==> src/rtl/spi_pkg.sv <==
// Shared types and constants for the SPI responder.
package spi_pkg;

   localparam int WIDTH_DEF = 16;

   // FILL is this bit replicated across the word.
   localparam logic FILL_BIT = 1'b1;

   typedef enum logic [0:0] {
      IDLE  = 1'b0,
      SHIFT = 1'b1
   } state_t;

   function automatic int cnt_width(input int width);
      if (width <= 2) begin
         return 1;
      end else begin
         return $clog2(width);
      end
   endfunction

endpackage

==> src/rtl/spi_sync.sv <==
// Pin synchronizer with a registered copy for edge detection.
module spi_sync #(
   parameter int   STAGES  = 2,
   parameter logic RST_VAL = 1'b0
) (
   input  logic clk,
   input  logic rst,
   input  logic din,
   output logic dout,
   output logic rise,
   output logic fall
);

   logic [STAGES-1:0] chain_r;
   logic              prev_r;

   // Synchronizer chain and one-cycle-delayed copy of its output.
   always_ff @(posedge clk) begin
      if (rst) begin
         chain_r <= {STAGES{RST_VAL}};
         prev_r  <= RST_VAL;
      end else begin
         chain_r <= {chain_r[STAGES-2:0], din};
         prev_r  <= chain_r[STAGES-1];
      end
   end

   assign dout = chain_r[STAGES-1];
   assign rise = chain_r[STAGES-1] & ~prev_r;
   assign fall = ~chain_r[STAGES-1] & prev_r;

endmodule

==> src/rtl/spi_peripheral.sv <==
// SPI mode-0 responder, MSB first, with a one-deep transmit buffer and a
// receive strobe. Pins are oversampled on clk.
module spi_peripheral
   import spi_pkg::*;
#(
   parameter int               WIDTH       = WIDTH_DEF,
   parameter int               SYNC_STAGES = 2,
   parameter logic [WIDTH-1:0] FILL        = {WIDTH{FILL_BIT}}
) (
   input  logic             clk,
   input  logic             rst,
   input  logic             SCK,
   input  logic             CSX,
   input  logic             SDI,
   output logic             SDO,
   input  logic [WIDTH-1:0] tx_data,
   input  logic             tx_valid,
   output logic             tx_ready,
   output logic [WIDTH-1:0] rx_data,
   output logic             rx_valid,
   output logic             underrun,
   output logic             frame_err
);

   localparam int            CW       = cnt_width(WIDTH);
   localparam logic [CW-1:0] CNT_ZERO = CW'(1'b0);
   localparam logic [CW-1:0] CNT_ONE  = CW'(1'b1);
   localparam logic [CW-1:0] CNT_LAST = CW'(WIDTH - 1);

   logic sck_level_unused_s, sck_rise_s, sck_fall_s;
   logic csx_s, csx_rise_s, csx_fall_s;
   logic sdi_s, sdi_rise_unused_s, sdi_fall_unused_s;

   state_t                 state_r, state_nxt_s;
   logic [CW-1:0]          bit_cnt_r, bit_cnt_nxt_s;
   logic [WIDTH-1:0]       tx_shift_r, tx_shift_nxt_s;
   logic [WIDTH-1:0]       rx_shift_r, rx_shift_nxt_s;
   logic [WIDTH-1:0]       rx_data_r, rx_data_nxt_s, rx_word_s;
   logic [WIDTH-1:0]       tx_buf_r;
   logic                   tx_full_r, tx_full_nxt_s, wr_s, clr_full_s;
   logic                   pend_r, pend_nxt_s, pend_fill_r, pend_fill_nxt_s;
   logic                   word_done_r, word_done_nxt_s, rx_valid_r;
   logic                   underrun_r, underrun_nxt_s;
   logic                   frame_err_r, frame_err_nxt_s;
   logic                   sdo_r, armed_r;
   logic [SYNC_STAGES-1:0] settle_r;

   spi_sync #(.STAGES(SYNC_STAGES), .RST_VAL(1'b0)) u_sync_sck (
      .clk(clk), .rst(rst), .din(SCK),
      .dout(sck_level_unused_s), .rise(sck_rise_s), .fall(sck_fall_s)
   );

   spi_sync #(.STAGES(SYNC_STAGES), .RST_VAL(1'b1)) u_sync_csx (
      .clk(clk), .rst(rst), .din(CSX),
      .dout(csx_s), .rise(csx_rise_s), .fall(csx_fall_s)
   );

   spi_sync #(.STAGES(SYNC_STAGES), .RST_VAL(1'b0)) u_sync_sdi (
      .clk(clk), .rst(rst), .din(SDI),
      .dout(sdi_s), .rise(sdi_rise_unused_s), .fall(sdi_fall_unused_s)
   );

   assign wr_s      = tx_valid & ~tx_full_r;
   assign rx_word_s = {rx_shift_r[WIDTH-2:0], sdi_s};

   // Next-state, datapath and strobe decode. A word-boundary load is held
   // tentative until the first SCK rise of the new word, so the trailing SCK
   // fall of a frame neither consumes the buffer nor reports an underrun.
   always_comb begin
      state_nxt_s     = state_r;
      bit_cnt_nxt_s   = bit_cnt_r;
      tx_shift_nxt_s  = tx_shift_r;
      rx_shift_nxt_s  = rx_shift_r;
      rx_data_nxt_s   = rx_data_r;
      pend_nxt_s      = pend_r;
      pend_fill_nxt_s = pend_fill_r;
      word_done_nxt_s = 1'b0;
      underrun_nxt_s  = 1'b0;
      frame_err_nxt_s = 1'b0;
      clr_full_s      = 1'b0;
      case (state_r)
         IDLE: begin
            if (csx_fall_s && armed_r) begin
               state_nxt_s    = SHIFT;
               bit_cnt_nxt_s  = CNT_ZERO;
               pend_nxt_s     = 1'b0;
               tx_shift_nxt_s = tx_full_r ? tx_buf_r : FILL;
               clr_full_s     = tx_full_r;
               underrun_nxt_s = ~tx_full_r;
            end else begin
               state_nxt_s = IDLE;
            end
         end
         SHIFT: begin
            if (csx_rise_s) begin
               state_nxt_s     = IDLE;
               bit_cnt_nxt_s   = CNT_ZERO;
               pend_nxt_s      = 1'b0;
               frame_err_nxt_s = (bit_cnt_r != CNT_ZERO);
            end else if (sck_rise_s) begin
               rx_shift_nxt_s = rx_word_s;
               pend_nxt_s     = 1'b0;
               clr_full_s     = pend_r & ~pend_fill_r;
               underrun_nxt_s = pend_r & pend_fill_r;
               if (bit_cnt_r == CNT_LAST) begin
                  bit_cnt_nxt_s   = CNT_ZERO;
                  rx_data_nxt_s   = rx_word_s;
                  word_done_nxt_s = 1'b1;
               end else begin
                  bit_cnt_nxt_s = bit_cnt_r + CNT_ONE;
               end
            end else if (sck_fall_s) begin
               if (bit_cnt_r != CNT_ZERO) begin
                  tx_shift_nxt_s = {tx_shift_r[WIDTH-2:0], 1'b0};
               end else begin
                  tx_shift_nxt_s  = tx_full_r ? tx_buf_r : FILL;
                  pend_nxt_s      = 1'b1;
                  pend_fill_nxt_s = ~tx_full_r;
               end
            end else begin
               state_nxt_s = SHIFT;
            end
         end
         default: begin
            state_nxt_s = IDLE;
         end
      endcase
      if (wr_s) begin
         tx_full_nxt_s = 1'b1;
      end else if (clr_full_s) begin
         tx_full_nxt_s = 1'b0;
      end else begin
         tx_full_nxt_s = tx_full_r;
      end
   end

   // State, datapath and output registers.
   always_ff @(posedge clk) begin
      if (rst) begin
         state_r     <= IDLE;
         bit_cnt_r   <= CNT_ZERO;
         tx_shift_r  <= {WIDTH{1'b0}};
         rx_shift_r  <= {WIDTH{1'b0}};
         rx_data_r   <= {WIDTH{1'b0}};
         tx_buf_r    <= {WIDTH{1'b0}};
         tx_full_r   <= 1'b0;
         pend_r      <= 1'b0;
         pend_fill_r <= 1'b0;
         word_done_r <= 1'b0;
         rx_valid_r  <= 1'b0;
         underrun_r  <= 1'b0;
         frame_err_r <= 1'b0;
         sdo_r       <= 1'b0;
         armed_r     <= 1'b0;
         settle_r    <= {SYNC_STAGES{1'b0}};
      end else begin
         state_r     <= state_nxt_s;
         bit_cnt_r   <= bit_cnt_nxt_s;
         tx_shift_r  <= tx_shift_nxt_s;
         rx_shift_r  <= rx_shift_nxt_s;
         rx_data_r   <= rx_data_nxt_s;
         tx_buf_r    <= wr_s ? tx_data : tx_buf_r;
         tx_full_r   <= tx_full_nxt_s;
         pend_r      <= pend_nxt_s;
         pend_fill_r <= pend_fill_nxt_s;
         word_done_r <= word_done_nxt_s;
         rx_valid_r  <= word_done_r;
         underrun_r  <= underrun_nxt_s;
         frame_err_r <= frame_err_nxt_s;
         sdo_r       <= (state_nxt_s == SHIFT) ? tx_shift_nxt_s[WIDTH-1] : 1'b0;
         // Arming waits until the synchronizer has flushed its reset value,
         // so a CSX held low through reset cannot open a frame.
         settle_r    <= {settle_r[SYNC_STAGES-2:0], 1'b1};
         armed_r     <= armed_r | (csx_s & settle_r[SYNC_STAGES-1]);
      end
   end

   assign SDO       = sdo_r;
   assign tx_ready  = ~tx_full_r;
   assign rx_data   = rx_data_r;
   assign rx_valid  = rx_valid_r;
   assign underrun  = underrun_r;
   assign frame_err = frame_err_r;

endmodule

==> config.mk <==
export PLATFORM = sky130hd
export DESIGN_NAME = spi_peripheral
export DESIGN_NICKNAME = d
export VERILOG_FILES = /design/src/rtl/spi_pkg.sv /design/src/rtl/spi_sync.sv /design/src/rtl/spi_peripheral.sv
export SDC_FILE = /design/constraint.sdc
export NUM_CORES = 1
export LEC_CHECK = 0
export BUFFER_PORTS_ARGS = -buffer_cell sky130_fd_sc_hd__buf_2
export CAP_MARGIN = 5
export CORE_ASPECT_RATIO = 1.1
export CORE_MARGIN = 5
export CORE_UTILIZATION = 55
export CTS_CLUSTER_SIZE = 20
export DETAILED_ROUTE_END_ITERATION = 7
export MAX_ROUTING_LAYER = met4
export PLACE_DENSITY = 0.76
export REMOVE_ABC_BUFFERS = 1
export SETUP_SLACK_MARGIN = 0.5
export SLEW_MARGIN = 40
export SYNTH_ARGS = -nofsm -noshare
export SYNTH_HDL_FRONTEND = slang
export SYNTH_SLANG_ARGS = --single-unit
export TNS_END_PERCENT = 20
==> constraint.sdc <==
create_clock -name clk -period 2.4 [get_ports clk]
set_clock_uncertainty 0.05 [all_clocks]
set_input_delay 0.48 -clock clk [delete_from_list [all_inputs] [get_ports clk]]
set_output_delay 0.48 -clock clk [all_outputs]
set_load 0.005 [all_outputs]
Yosys cells after proc, flatten, opt, wreduce, memory -nomap -nowiden
Cells that the tools add are included.
{"block": "word_totals", "ff_bits": 87}
{"block": "op_classes", "n_reduce_logical": 12, "n_eq_ne": 8, "add_sub_neg": 1, "n_mux": 33, "bitwise_logic": 20}
{"operator": "16-bit two-way mux", "n": 6}
{"operator": "16-bit case mux with 2 select lines", "n": 1}
{"operator": "1-bit two-way mux", "n": 17}
{"operator": "4-bit two-way mux", "n": 4}
{"operator": "1-bit inverter", "n": 11}
{"operator": "1-bit bitwise AND", "n": 8}
{"operator": "2-bit inequality test (second input constant)", "n": 4}
{"operator": "4-bit inequality test (second input constant)", "n": 2}
{"operator": "1-bit case mux with 2 select lines", "n": 4}
{"operator": "4-bit case mux with 2 select lines", "n": 1}
{"operator": "4-bit AND reduction", "n": 2}
{"operator": "3-bit AND reduction", "n": 2}
{"operator": "5-bit AND reduction", "n": 1}
{"operator": "4-bit by 1-bit adder with 4-bit output (second input constant)", "n": 1}
{"operator": "4-bit == test (second input constant)", "n": 1}
{"operator": "4-bit nonzero test", "n": 1}
{"operator": "4-bit OR reduction", "n": 1}
{"operator": "3-bit inequality test (second input constant)", "n": 1}
{"operator": "3-bit OR reduction", "n": 1}
{"operator": "2-bit AND reduction", "n": 1}
{"operator": "2-bit nonzero test", "n": 1}
{"operator": "2-bit OR reduction", "n": 1}
{"operator": "1-bit logical AND", "n": 1}
{"operator": "1-bit OR", "n": 1}

Depth between registers and ports, before layout
{"block": "depth", "word_depth": 7, "depth_mapped": 8}

Hierarchy
A second synthesis with hierarchy kept.
{"block": "hier_totals", "cells_unflattened": 393, "area_unflattened_um2": 3394.5}
{"mod": "spi_peripheral", "instances": 1, "cells_each": 369, "area_each_um2": 3119.2}
{"mod": "spi_sync at u_sync_sck ...", "instances": 2, "cells_each": 8, "area_each_um2": 91.3}
{"mod": "spi_sync at u_sync_csx", "instances": 1, "cells_each": 8, "area_each_um2": 92.6}

Worst setup path before layout
Ideal clock, no wire load.
{"block": "synth_path", "kind": "register to register", "start": "reg bit_cnt_r[0]", "end": "reg sdo_r, in the netlist SDO", "path_buffers": 0, "t_arrival_ns": 1.517, "stages_incl_launch_ff": 7, "setup_ns": 0.123, "synth_period_minus_slack_ns": 1.690, "required_ns": 2.227, "path_slack_ns": 0.710, "path_cell_list": "dfxtp_1 > inv_1 > ha_1 > nor3b_4 > mux2_2 > a221oi_2 > nor2b_1"}
{"block": "synth_via", "elab_chain_cells": 6}
{"element": "start: declaration", "line_no": "spi_peripheral.sv:35", "source": "logic [CW-1:0] bit_cnt_r, bit_cnt_nxt_s;"}
{"element": "start signal: assignment", "line_no": "spi_peripheral.sv:158", "source": "bit_cnt_r <= bit_cnt_nxt_s;"}
{"element": "4-bit nonzero test", "line_no": "spi_peripheral.sv:113", "source": "if (bit_cnt_r != CNT_ZERO) begin"}
{"element": "16-bit two-way mux", "line_no": "spi_peripheral.sv:113"}
{"element": "16-bit two-way mux", "line_no": "spi_peripheral.sv:112", "source": "end else if (sck_fall_s) begin"}
{"element": "16-bit two-way mux", "line_no": "spi_peripheral.sv:100", "source": "end else if (sck_rise_s) begin"}
{"element": "16-bit two-way mux", "line_no": "spi_peripheral.sv:95", "source": "if (csx_rise_s) begin"}
{"element": "16-bit case mux with 2 select lines", "line_no": "spi_peripheral.sv:81", "source": "case (state_r)"}
{"element": "end signal: assignment", "line_no": "spi_peripheral.sv:170", "source": "sdo_r <= (state_nxt_s == SHIFT) ? tx_shift_nxt_s[WIDTH-1] : 1'b0;"}
{"element": "end: declaration", "line_no": "spi_peripheral.sv:45", "source": "logic sdo_r, armed_r;"}
No other way between the ends. The select of a mux whose other input is x is not followed.
A chain may end at the register's enable or synchronous reset.

Final worst setup path
{"block": "layout_path", "start": "reg tx_full_r", "end": "out tx_ready"}
{"block": "layout_via", "elab_chain_cells": 1}
{"element": "start: declaration", "line_no": "spi_peripheral.sv:40", "source": "logic tx_full_r, tx_full_nxt_s, wr_s, clr_full_s;"}
{"element": "start signal: assignment", "line_no": "spi_peripheral.sv:163", "source": "tx_full_r <= tx_full_nxt_s;"}
{"element": "1-bit inverter", "line_no": "spi_peripheral.sv:179", "source": "assign tx_ready = ~tx_full_r;"}
{"element": "end: declaration", "line_no": "spi_peripheral.sv:18", "source": "output logic tx_ready,"}
No other way between the ends.

==> summary.txt <==
H-tree Lvls: 3
NetSw: 597 µW
Layout cells sized above 1: 19.3%
Root buffer cell: clkbuf_8
Number of remaining DRC errors: 0
Netlist cell types: 45
Post-synth top area share: 49.6%
Clock Path Buffers: 2
Hold path depth: 2
TritonCTS clock tree: yes
Row count: 30
Critical path startpoint category: register
Fin crit share: 75.2%
Gate power share: 4.9%
Arr. time, crit path: 1280 ps
Final WL: 6840 µm
Syn Inst Count: 402
CTS Sinks: 87
Max stage delay on crit path: 370 ps
Sequential power share: 54.5%
Mapped Area: 0.00351 mm²
Clock Power Share: 40.6%
Worst rel slew slack: 65.8%
Starting density of the core: 56.7%
PD cells: 702 mW/mm²
CORE AREA: 0.00619 mm²
Setup crit end kind: output port
HPWL Detailed: 4550 µm
WS Path Type: reg -> out
Initial drt markers: 91
Internal power: 2140 µW
Initial antenna violation count: 0
Gr ovfl total: 0
Clk slew on worst S/H paths: 80 ps
Via count: 2858
First-pass GRT wire length: 11500 µm
DR pass1 iterations: 6
Hold Crit Class: in -> reg
Vias in the first global route: 2586
Async SR Flop Fraction: 0%
Antenna Violating Nets Remaining: 0
Io pins: 43
Multi-input logic area: 0.00151 mm²
Post-route cell area: 0.00390 mm²
Filler cell count: 561
Worst slew pin tran: 514 ps
Drt via density: 5.50
Antenna Cells: 0
Min cycle time layout: 1810 ps
Max-Cap Viols: 0
Max rail drop VDD: 0.523 mV
Synthesis warning total: 0
CTS buffer count: 9
Synth Register Bits: 87
Largest net degree at the start of global routing: 53
Post-DP Area: 0.00366 mm²
R2R cell count: 6
Worst-path cell chain: inv_1 > buf_2
DR WL/cell: 13.2 µm
Unrepaired setup endpoints after global routing: true
CP max stage cell: dfxtp_1
Syn Area/Cell: 8.74 µm²
Final hold vios: 0
Setup Viol. Count Final: 0
Worst Path Max Fanout: 15
Flip-flop and latch area: 0.00174 mm²
Die area: 0.00809 mm²
Gr usage total: 17.9%
Status: finished clean
Register area share after synthesis: 49.6%
Crit path required time: 1870 ps
Max-slew violations: 0
Largest area contributor in the netlist: dfxtp_1
Pleak: 0.00143 µW
Setup TNS: 0 ps
Die width: 86.2 µm
IO buf count: 42
DIE HEIGHT: 93.8 µm
Switching share of power: 21.8%
Synth-to-layout area growth: 11.1%
Fin nets: 461
Top cells by area, synth: dfxtp_1 (50%), nand2_1 (9.1%), a21oi_1 (7.4%)
Clk_lat worst skew: 350 ps
GP Congestion: 0.788
Prevailing post-synth register cell: dfxtp_1
Fmax achieved: 554 MHz
Number of synthesized flops with an enable pin: 0
==> registers in the layout (all words and copies together), names as in the netlist, 2 cells and up <==
register	count
rx_data	16
u_sync_sdi.chain_r	2
u_sync_sck.chain_r	2
tx_buf_r	16
rx_shift_r	15
bit_cnt_r	4
tx_shift_r	16
u_sync_csx.chain_r	2
settle_r	2
==> worst paths after layout <==
| check | end | slack [ps] | startpoint |
|---|---|---|---|
| worst max register to register | tx_shift_r[8] | 600 | u_sync_sck.prev_r |
| worst max-delay path | tx_ready | 590 | tx_full_r |
| worst min-delay path | u_sync_csx.chain_r[0] | 260 | CSX |
| worst min register to register | u_sync_csx.chain_r[1] | 360 | u_sync_csx.chain_r[0] |
==> cell usage after synthesis, drive strengths merged, types with 2 or more instances <==
master and count:
and3 3, o21ai 7, a32oi 3, nor3 2
or2 3, and2 2, a2bb2oi 2, or3 5
nand2 85, nand3 38, ha 4, nor2 11
a211oi 2, dfxtp 87, clkbuf 13, inv 8
o211ai 4, nor2b 11, a31oi 15, nand2b 2
a21oi 52, buf 18, o22ai 10
==> routing by layer <==
| layer | wire [µm] | track usage (%) |
|---|---|---|
| met2 | 3420 | 30.3 |
| met5 | 0 | - |
| met4 | 119 | 7.92 |
| met1 | 3010 | 20.5 |
| met3 | 285 | 3.60 |
==> critical path, delay by kind of cell, from the launching register on <==
| family | cells | cell delay (ps) |
|---|---|---|
| flip-flops | 1 | 370 |
| buffers and inverters | 2 | 570 |
==> cell type report <==
type | instances | area share (%)
repair buffers | 53 | 7.56
well taps | 80 | 2.56
clock buffers | 11 | 3.62
clock inverters | 5 | 2.08
flip-flops and latches | 87 | 44.6
multi-input cells | 276 | 38.8
inverters | 8 | 0.769
==> power by group through the flow <==
| stage | clock (µW) | combinational (µW) | sequential [µW] |
|---|---|---|---|
| after global placement | 0 | 131 | 1530 |
| after global routing | 1200 | 152 | 1500 |
| final | 1110 | 135 | 1490 |
| after CTS | 1140 | 136 | 1490 |
| after detailed placement | 0 | 135 | 1530 |
| after floorplan | 0 | 72.2 | 1520 |
==> cells in the final DEF, fill, tap and decap left out, types with 8 or more instances in the layout <==
cell      instances
a31oi_1          14
buf_4            12
buf_2            41
clkbuf_8         10
inv_1             8
o22ai_1          10
nor2_1           11
nand3_1          36
nand2_1          85
dfxtp_1          87
a21oi_1          52
nor2b_1          10
==> logic make-up (layout without fill, tap and decap cells) <==
family / count (synthesis) / after routing / synth area share [%]
DFF: 87 / 87 / 49.6
and+or+nand+nor: 170 / 170 / 23.8
muxes: 2 / 2 / 0.605
AOI/OAI and AO/OA: 100 / 100 / 17.1
buffers and inverters: 39 / 77 / 7.44
adders and majority gates: 4 / 4 / 1.42
==> metrics by stage <==
| step | power, µW | util [%] | worst slack, ps | hold slack, ps | std cells |
|---|---|---|---|---|---|
| after floorplan | 1590 | - | 546 | 339 | 371 |
| after global placement | 1660 | 59.1 | 513 | 343 | 502 |
| after detailed placement | 1660 | 59.1 | 447 | 346 | 502 |
| after CTS | 2770 | 62.7 | 517 | 245 | 518 |
| after global routing | 2850 | 63.0 | 451 | 250 | 520 |
| final | 2740 | 63.0 | 594 | 262 | 520 |
==> repair_timing <==
item,CTS,global route
setup buffers,0,2
hold buffers,0,0
endpoints found under the setup margin,15,36
resized for setup,1,1
No activity file was read; power rests on OpenSTA's default activity.
